`src/rtl/trap_controller_pkg.sv`:
```
// Shared definitions for the machine-mode trap controller.
//   - EXCEPT_* : RISC-V mcause exception codes (shared with the hazard unit).
//                EXCEPT_DO_NOTHING (5'h1F) marks "no exception this cycle".
//   - CSR_*    : machine CSR addresses written by the trap sequence.
//   - MSTATUS_*: bit positions of the mstatus fields that are rewritten.
package trap_controller_pkg;

  localparam logic [4:0] EXCEPT_INST_MISALIGNED  = 5'd0;
  localparam logic [4:0] EXCEPT_ILLEGAL_INST     = 5'd2;
  localparam logic [4:0] EXCEPT_INST_PAGE_FAULT  = 5'd12;
  localparam logic [4:0] EXCEPT_LOAD_PAGE_FAULT  = 5'd13;
  localparam logic [4:0] EXCEPT_STORE_PAGE_FAULT = 5'd15;
  localparam logic [4:0] EXCEPT_DO_NOTHING       = 5'h1F;
  localparam logic [4:0] EXCEPT_NONE             = EXCEPT_DO_NOTHING;

  localparam logic [11:0] CSR_MSTATUS = 12'h300;
  localparam logic [11:0] CSR_MEPC    = 12'h341;
  localparam logic [11:0] CSR_MCAUSE  = 12'h342;
  localparam logic [11:0] CSR_MTVAL   = 12'h343;

  localparam int MSTATUS_MIE    = 3;
  localparam int MSTATUS_MPIE   = 7;
  localparam int MSTATUS_MPP_LO = 11;
  localparam int MSTATUS_MPP_HI = 12;

endpackage

```
`src/rtl/trap_controller_mstatus_update.sv`:
```
// mstatus_update: combinational rewrite of mstatus for trap entry / MRET.
// Ports:
//   mstatus_i  current mstatus value
//   is_mret    1 = MRET (MIE<=MPIE, MPIE<=1), 0 = trap entry (MPIE<=MIE, MIE<=0)
//   mstatus_o  new mstatus; MPP is forced to machine mode (2'b11) in both cases
module trap_controller_mstatus_update
  import trap_controller_pkg::*;
#(
  parameter int XLEN = 32
) (
  input  logic [XLEN-1:0] mstatus_i,
  input  logic            is_mret,
  output logic [XLEN-1:0] mstatus_o
);

  always_comb begin
    mstatus_o = mstatus_i;
    if (is_mret) begin
      mstatus_o[MSTATUS_MIE]  = mstatus_i[MSTATUS_MPIE];
      mstatus_o[MSTATUS_MPIE] = 1'b1;
    end else begin
      mstatus_o[MSTATUS_MPIE] = mstatus_i[MSTATUS_MIE];
      mstatus_o[MSTATUS_MIE]  = 1'b0;
    end
    // Only machine mode exists, so MPP always records M.
    mstatus_o[MSTATUS_MPP_HI:MSTATUS_MPP_LO] = 2'b11;
  end

endmodule

```
`src/rtl/trap_controller.sv`:
```
// trap_controller: machine-mode trap responder.
// Accepts an exception (trapID) or an MRET while idle, writes the affected
// CSRs one per step through a handshaked write port, then emits a one-cycle
// PC redirect. trap_busy is high whenever a sequence is in flight.
//
// CSR write handshake: csr_we is a request that, once raised, holds with
// csr_waddr/csr_wdata stable until the cycle in which csr_ready is high; the
// write is accepted on that clock edge and the sequence advances.
//
// Ports:
//   clk, rst                     clock, async active-high reset
//   trapID                       exception code, EXCEPT_DO_NOTHING = none
//   trap_pc                      PC of the faulting instruction
//   faulting_inst, faulting_va   mtval sources
//   mret_i                       MRET retiring
//   mtvec_i, mepc_i, mstatus_i   current CSR values
//   csr_we/csr_waddr/csr_wdata   CSR write request, csr_ready = accept
//   redirect_valid/redirect_pc   one-cycle PC redirect
//   trap_busy                    sequence in flight
//   dbg_state                    current FSM state (debug)
module trap_controller
  import trap_controller_pkg::*;
#(
  parameter int XLEN = 32
) (
  input  logic            clk,
  input  logic            rst,
  input  logic [4:0]      trapID,
  input  logic [XLEN-1:0] trap_pc,
  input  logic [XLEN-1:0] faulting_inst,
  input  logic [XLEN-1:0] faulting_va,
  input  logic            mret_i,
  input  logic [XLEN-1:0] mtvec_i,
  input  logic [XLEN-1:0] mepc_i,
  input  logic [XLEN-1:0] mstatus_i,
  output logic            csr_we,
  output logic [11:0]     csr_waddr,
  output logic [XLEN-1:0] csr_wdata,
  input  logic            csr_ready,
  output logic            redirect_valid,
  output logic [XLEN-1:0] redirect_pc,
  output logic            trap_busy,
  output logic [2:0]      dbg_state
);

  typedef enum logic [2:0] {
    IDLE    = 3'd0,
    W_EPC   = 3'd1,
    W_CAUSE = 3'd2,
    W_TVAL  = 3'd3,
    W_STAT  = 3'd4,
    M_STAT  = 3'd5,
    REDIR   = 3'd6
  } state_t;

  localparam logic [XLEN-1:0] ALIGN_MASK = ~XLEN'(3);

  state_t          state_q, state_d;
  logic [4:0]      code_q;
  logic [XLEN-1:0] pc_q;      // trap_pc for a trap, aligned mepc for MRET
  logic [XLEN-1:0] tval_q;
  logic            is_mret_q;

  logic            trap_req;
  logic [XLEN-1:0] tval_sel;
  logic [XLEN-1:0] mstatus_new;
  logic            stat_is_mret;

  assign trap_req     = (trapID != EXCEPT_DO_NOTHING);
  assign stat_is_mret = (state_q == M_STAT);

  always_comb begin
    tval_sel = '0;
    case (trapID)
      EXCEPT_INST_MISALIGNED:  tval_sel = trap_pc;
      EXCEPT_ILLEGAL_INST:     tval_sel = faulting_inst;
      EXCEPT_INST_PAGE_FAULT,
      EXCEPT_LOAD_PAGE_FAULT,
      EXCEPT_STORE_PAGE_FAULT: tval_sel = faulting_va;
      default:                 tval_sel = '0;
    endcase
  end

  trap_controller_mstatus_update #(.XLEN(XLEN)) u_mstatus_update (
    .mstatus_i (mstatus_i),
    .is_mret   (stat_is_mret),
    .mstatus_o (mstatus_new)
  );

  always_ff @(posedge clk or posedge rst) begin
    if (rst) begin
      state_q   <= IDLE;
      code_q    <= '0;
      pc_q      <= '0;
      tval_q    <= '0;
      is_mret_q <= 1'b0;
    end else begin
      state_q <= state_d;
      // Capture only while idle; requests arriving mid-sequence are dropped.
      if (state_q == IDLE) begin
        if (trap_req) begin
          code_q    <= trapID;
          pc_q      <= trap_pc;
          tval_q    <= tval_sel;
          is_mret_q <= 1'b0;
        end else if (mret_i) begin
          pc_q      <= mepc_i & ALIGN_MASK;
          is_mret_q <= 1'b1;
        end
      end
    end
  end

  always_comb begin
    state_d        = state_q;
    csr_we         = 1'b0;
    csr_waddr      = '0;
    csr_wdata      = '0;
    redirect_valid = 1'b0;
    redirect_pc    = '0;
    case (state_q)
      IDLE: begin
        if (trap_req)    state_d = W_EPC;
        else if (mret_i) state_d = M_STAT;
      end
      W_EPC: begin
        csr_we    = 1'b1;
        csr_waddr = CSR_MEPC;
        csr_wdata = pc_q;
        if (csr_ready) state_d = W_CAUSE;
      end
      W_CAUSE: begin
        csr_we    = 1'b1;
        csr_waddr = CSR_MCAUSE;
        csr_wdata = {{(XLEN-5){1'b0}}, code_q};
        if (csr_ready) state_d = W_TVAL;
      end
      W_TVAL: begin
        csr_we    = 1'b1;
        csr_waddr = CSR_MTVAL;
        csr_wdata = tval_q;
        if (csr_ready) state_d = W_STAT;
      end
      W_STAT, M_STAT: begin
        csr_we    = 1'b1;
        csr_waddr = CSR_MSTATUS;
        csr_wdata = mstatus_new;
        if (csr_ready) state_d = REDIR;
      end
      REDIR: begin
        redirect_valid = 1'b1;
        // Exceptions always enter at BASE, even in vectored mode.
        redirect_pc    = is_mret_q ? pc_q : (mtvec_i & ALIGN_MASK);
        state_d        = IDLE;
      end
      default: state_d = IDLE;
    endcase
  end

  assign trap_busy = (state_q != IDLE);
  assign dbg_state = state_q;

endmodule

```
`config.mk`:
```
export PLATFORM = sky130hd
export DESIGN_NAME = trap_controller
export DESIGN_NICKNAME = d
export VERILOG_FILES = /design/src/rtl/trap_controller_pkg.sv /design/src/rtl/trap_controller_mstatus_update.sv /design/src/rtl/trap_controller.sv
export SDC_FILE = /design/constraint.sdc
export NUM_CORES = 1
export LEC_CHECK = 0
export CAP_MARGIN = 20
export CORE_MARGIN = 10
export CORE_UTILIZATION = 45
export DETAILED_ROUTE_END_ITERATION = 7
export PLACE_DENSITY = 0.88
export SLEW_MARGIN = 15
export SYNTH_ARGS = -nofsm -noshare
export SYNTH_HDL_FRONTEND = slang
export SYNTH_SLANG_ARGS = --single-unit
```
`constraint.sdc`:
```
create_clock -name clk -period 3.9 [get_ports clk]
set_input_delay 0.585 -clock clk [delete_from_list [all_inputs] [get_ports clk]]
set_output_delay 0.585 -clock clk [all_outputs]
set_load 0.05 [all_outputs]
```
==> flow_metrics.tcl <==
set metrics [dict create \
    power_density_mw_per_mm2 740.1 \
    rows 41 \
    p_switching_mw 3.299 \
    min_path_type "register to register" \
    rsz0062_at_grt "no" \
    drt_iter0_markers 490 \
    drv_cap 0 \
    yosysTopAreaCell "dfrtp_1" \
    cp.buffers_inverters 3 \
    path_common_cell "buf_4" \
    netlist_top_cells_area "dfrtp_1 (32%), mux2i_1 (16%), o32ai_2 (8.6%)" \
    crit_path_start_kind "register" \
    postCtsSetupBuffers 0 \
    hold_violations 0 \
    report.final.slew_viol_count 0 \
    dieArea_mm2 0.01755 \
    synth_top_area_share_pct 32.08 \
    fin_ws_ns 0.5726 \
    setup_tns_ns 0 \
    grt_pass1_vias 6605 \
    antenna_found_initial 0 \
    ant_nets 0 \
    yosysWarnings 0 \
    crit_chain "inv_1, ha_1, buf_4, nand2_1, o21ai_1, buf_4" \
    root_buffer "clkbuf_16" \
    netlist_area_mm2 0.005694 \
    syn_inst 612 \
    drc 0 \
    grt_pass1_wl_mm 37.81 \
    htreeDepth 3 \
    overflow 0 \
    critPathCaptureType "output port" \
    fin_skew_ns 0.004033 \
    io_pins 283 \
    vias_per_cell 6.023 \
    clock.fmax_ghz 0.3005 \
    cts_buffers 9 \
    wirelength_mm 24.42 \
    status "finished clean" \
    period_needed_ns 3.327 \
    swShare_pct 49.14 \
    seqPwrFrac_pct 22.6 \
    async_reset_ff_share_pct 100.0 \
    ir_drop_mv 0.3791 \
    slowest_delay_ns 0.68 \
    hold_buffers 0 \
    path_clk_slew_ns 0.06 \
    crit_type "register to output port" \
    cts_resized 0 \
    n_antenna_cell 0 \
    cts.sinks 73 \
    synth.distinct_cells 42 \
    drive_above_1_share_pct 17.26 \
    cpMaxStageDelayCell "ha_1" \
    leakage_nw 3.797 \
    core_mm2 0.01252 \
    area_growth_syn_to_layout_pct 59.31 \
    insertion_delay_ns 0.34 \
    detail_route.wl_per_cell_um 23.99 \
    slew_headroom_pct 27.59 \
    p_int_mw 3.414 \
    grt_start_max_net_pins 65 \
    timing.hold.ws_ns 0.4887 \
    nets 1045 \
    dp_slack_ns 0.8538 \
    clockBufferDepth 2 \
    port_buffers 269 \
    finalPower_mw 6.713 \
    fillerInstances 893 \
    floorplan.initialDensity_pct 45.49 \
    tightest_slew_ns 1.086 \
    avgSynthCellArea_um2 9.304 \
    synth_edf_count 0 \
    clockPowerShare_pct 15.7 \
    synthFlopType "dfrtp_1" \
    gp_congestion 0.8836 \
    synth_seq_area_share_pct 32.08 \
    p_comb_share_pct 61.7 \
    path_max_fanout 25 \
    path_delay_family "buffers and inverters" \
    die_x_um 132.5 \
    setup_violations 0 \
    fin_crit_sh_pct 85.32 \
    crit_required_ns 3.31 \
    dr.pass1.iters 5 \
    cp.arrival_ns 2.74 \
    dr_total_vias 6131 \
    die_h_um 132.5 \
    cts_tree "yes" \
    ys_ff_latch 73 \
    grt_usage_pct 27.00 \
    dp_hpwl_mm 18.12 \
]
[stage by stage]
step	area, um2	util, %	std cells
after floorplan	5717	-	618
after global placement	8693	69.45	1002
after detailed placement	8693	69.45	1002
after CTS	9071	72.47	1018
after global routing	9071	72.47	1018
final	9071	72.47	1018
[cell type report]
cell class                      instances  area, um2  area share [%]
Clock inverter                          5      125.1           1.379
Timing Repair Buffer                  287       3113           34.32
Tap cell                              172      215.2           2.372
Multi-Input combinational cell        428       3377           37.23
Inverter                               42      158.9           1.752
Clock buffer                           11      252.7           2.786
Sequential cell                        73       1829           20.17
[kinds of logic (layout without fill, tap and decap cells)]
group / Yosys count / count (layout) / share of synthesized area [%]
adder cells (fa/ha/maj): 3 / 3 / 0.6593
flip-flops: 73 / 73 / 32.08
AO/OA/AOI/OAI: 149 / 149 / 23.60
multiplexers: 127 / 127 / 23.07
buffers and inverters: 117 / 345 / 9.448
AND/OR/NAND/NOR: 142 / 142 / 11.07
other: 1 / 7 / 0.06586
[synth_stat cells, types with 4 or more instances]
| library cell | n |
|---|---|
| o211ai_1 | 31 |
| o221ai_1 | 30 |
| inv_2 | 5 |
| inv_1 | 37 |
| mux2i_1 | 93 |
| a21oi_1 | 4 |
| o21ai_1 | 32 |
| nand3_1 | 35 |
| a22oi_1 | 4 |
| o32ai_1 | 4 |
| dfrtp_1 | 73 |
| nand2_1 | 57 |
| buf_4 | 10 |
| buf_6 | 5 |
| clkbuf_1 | 39 |
| mux2_1 | 33 |
| buf_2 | 19 |
| o32ai_2 | 30 |
| nor2_1 | 34 |
[flip-flops by register name, summed over array words and instances, names as in the netlist]
name,cells
code_q,5
dbg_state,3
tval_q,32
is_mret_q,1
pc_q,32
[path summary, 6_finish.rpt]
path                               from       endpoint  slack [ns]  depth (start not counted)
setup / recovery           dbg_state[1]  csr_wdata[22]        0.57                          6
hold / removal               tval_q[11]     tval_q[11]        0.49                          1
setup reg to reg           dbg_state[1]       pc_q[29]        0.85                          5
hold reg to reg              tval_q[11]     tval_q[11]        0.49                          1
max in group asynchronous           rst     tval_q[18]        2.29                          3
min in group asynchronous           rst        pc_q[5]        0.74                          2
[power groups by stage]
stage / Clock, mW / Sequential (mW) / Combinational, mW
3_3_place_gp: 0 / 1.49 / 4.03
3_5_place_dp: 0 / 1.52 / 4.14
2_1_floorplan: 0 / 1.31 / 2.83
6_report: 1.05 / 1.52 / 4.14
5_1_grt: 1.10 / 1.56 / 4.38
4_1_cts: 1.06 / 1.51 / 4.16
[routing by layer]
layer	global-route usage, %	wire, um
met5	0	0
met4	13.81	1193
met3	7.267	1860
met2	45.77	12080
met1	30.54	9282
[layout by cell type, fill, tap and decap left out, types with 2 or more instances in the layout]
| master | n |
|---|---|
| a21oi_1 | 3 |
| a22oi_1 | 4 |
| and3_1 | 2 |
| buf_12 | 37 |
| buf_2 | 2 |
| buf_4 | 48 |
| bufinv_16 | 4 |
| clkbuf_16 | 9 |
| clkbuf_8 | 2 |
| clkdlybuf4s50_1 | 200 |
| clkinv_2 | 2 |
| conb_1 | 7 |
| dfrtp_1 | 71 |
| dfrtp_2 | 2 |
| ha_1 | 3 |
| inv_1 | 36 |
| inv_2 | 5 |
| mux2_1 | 33 |
| mux2i_1 | 93 |
| nand2_1 | 57 |
| nand3_1 | 35 |
| nand4_1 | 2 |
| nor2_1 | 34 |
| nor2b_1 | 2 |
| nor4_1 | 3 |
| o211ai_1 | 31 |
| o21ai_1 | 32 |
| o221ai_1 | 30 |
| o22a_1 | 3 |
| o22ai_1 | 3 |
| o2bb2ai_1 | 2 |
| o32ai_1 | 4 |
| o32ai_2 | 30 |
No activity file was read; power rests on OpenSTA's default activity.
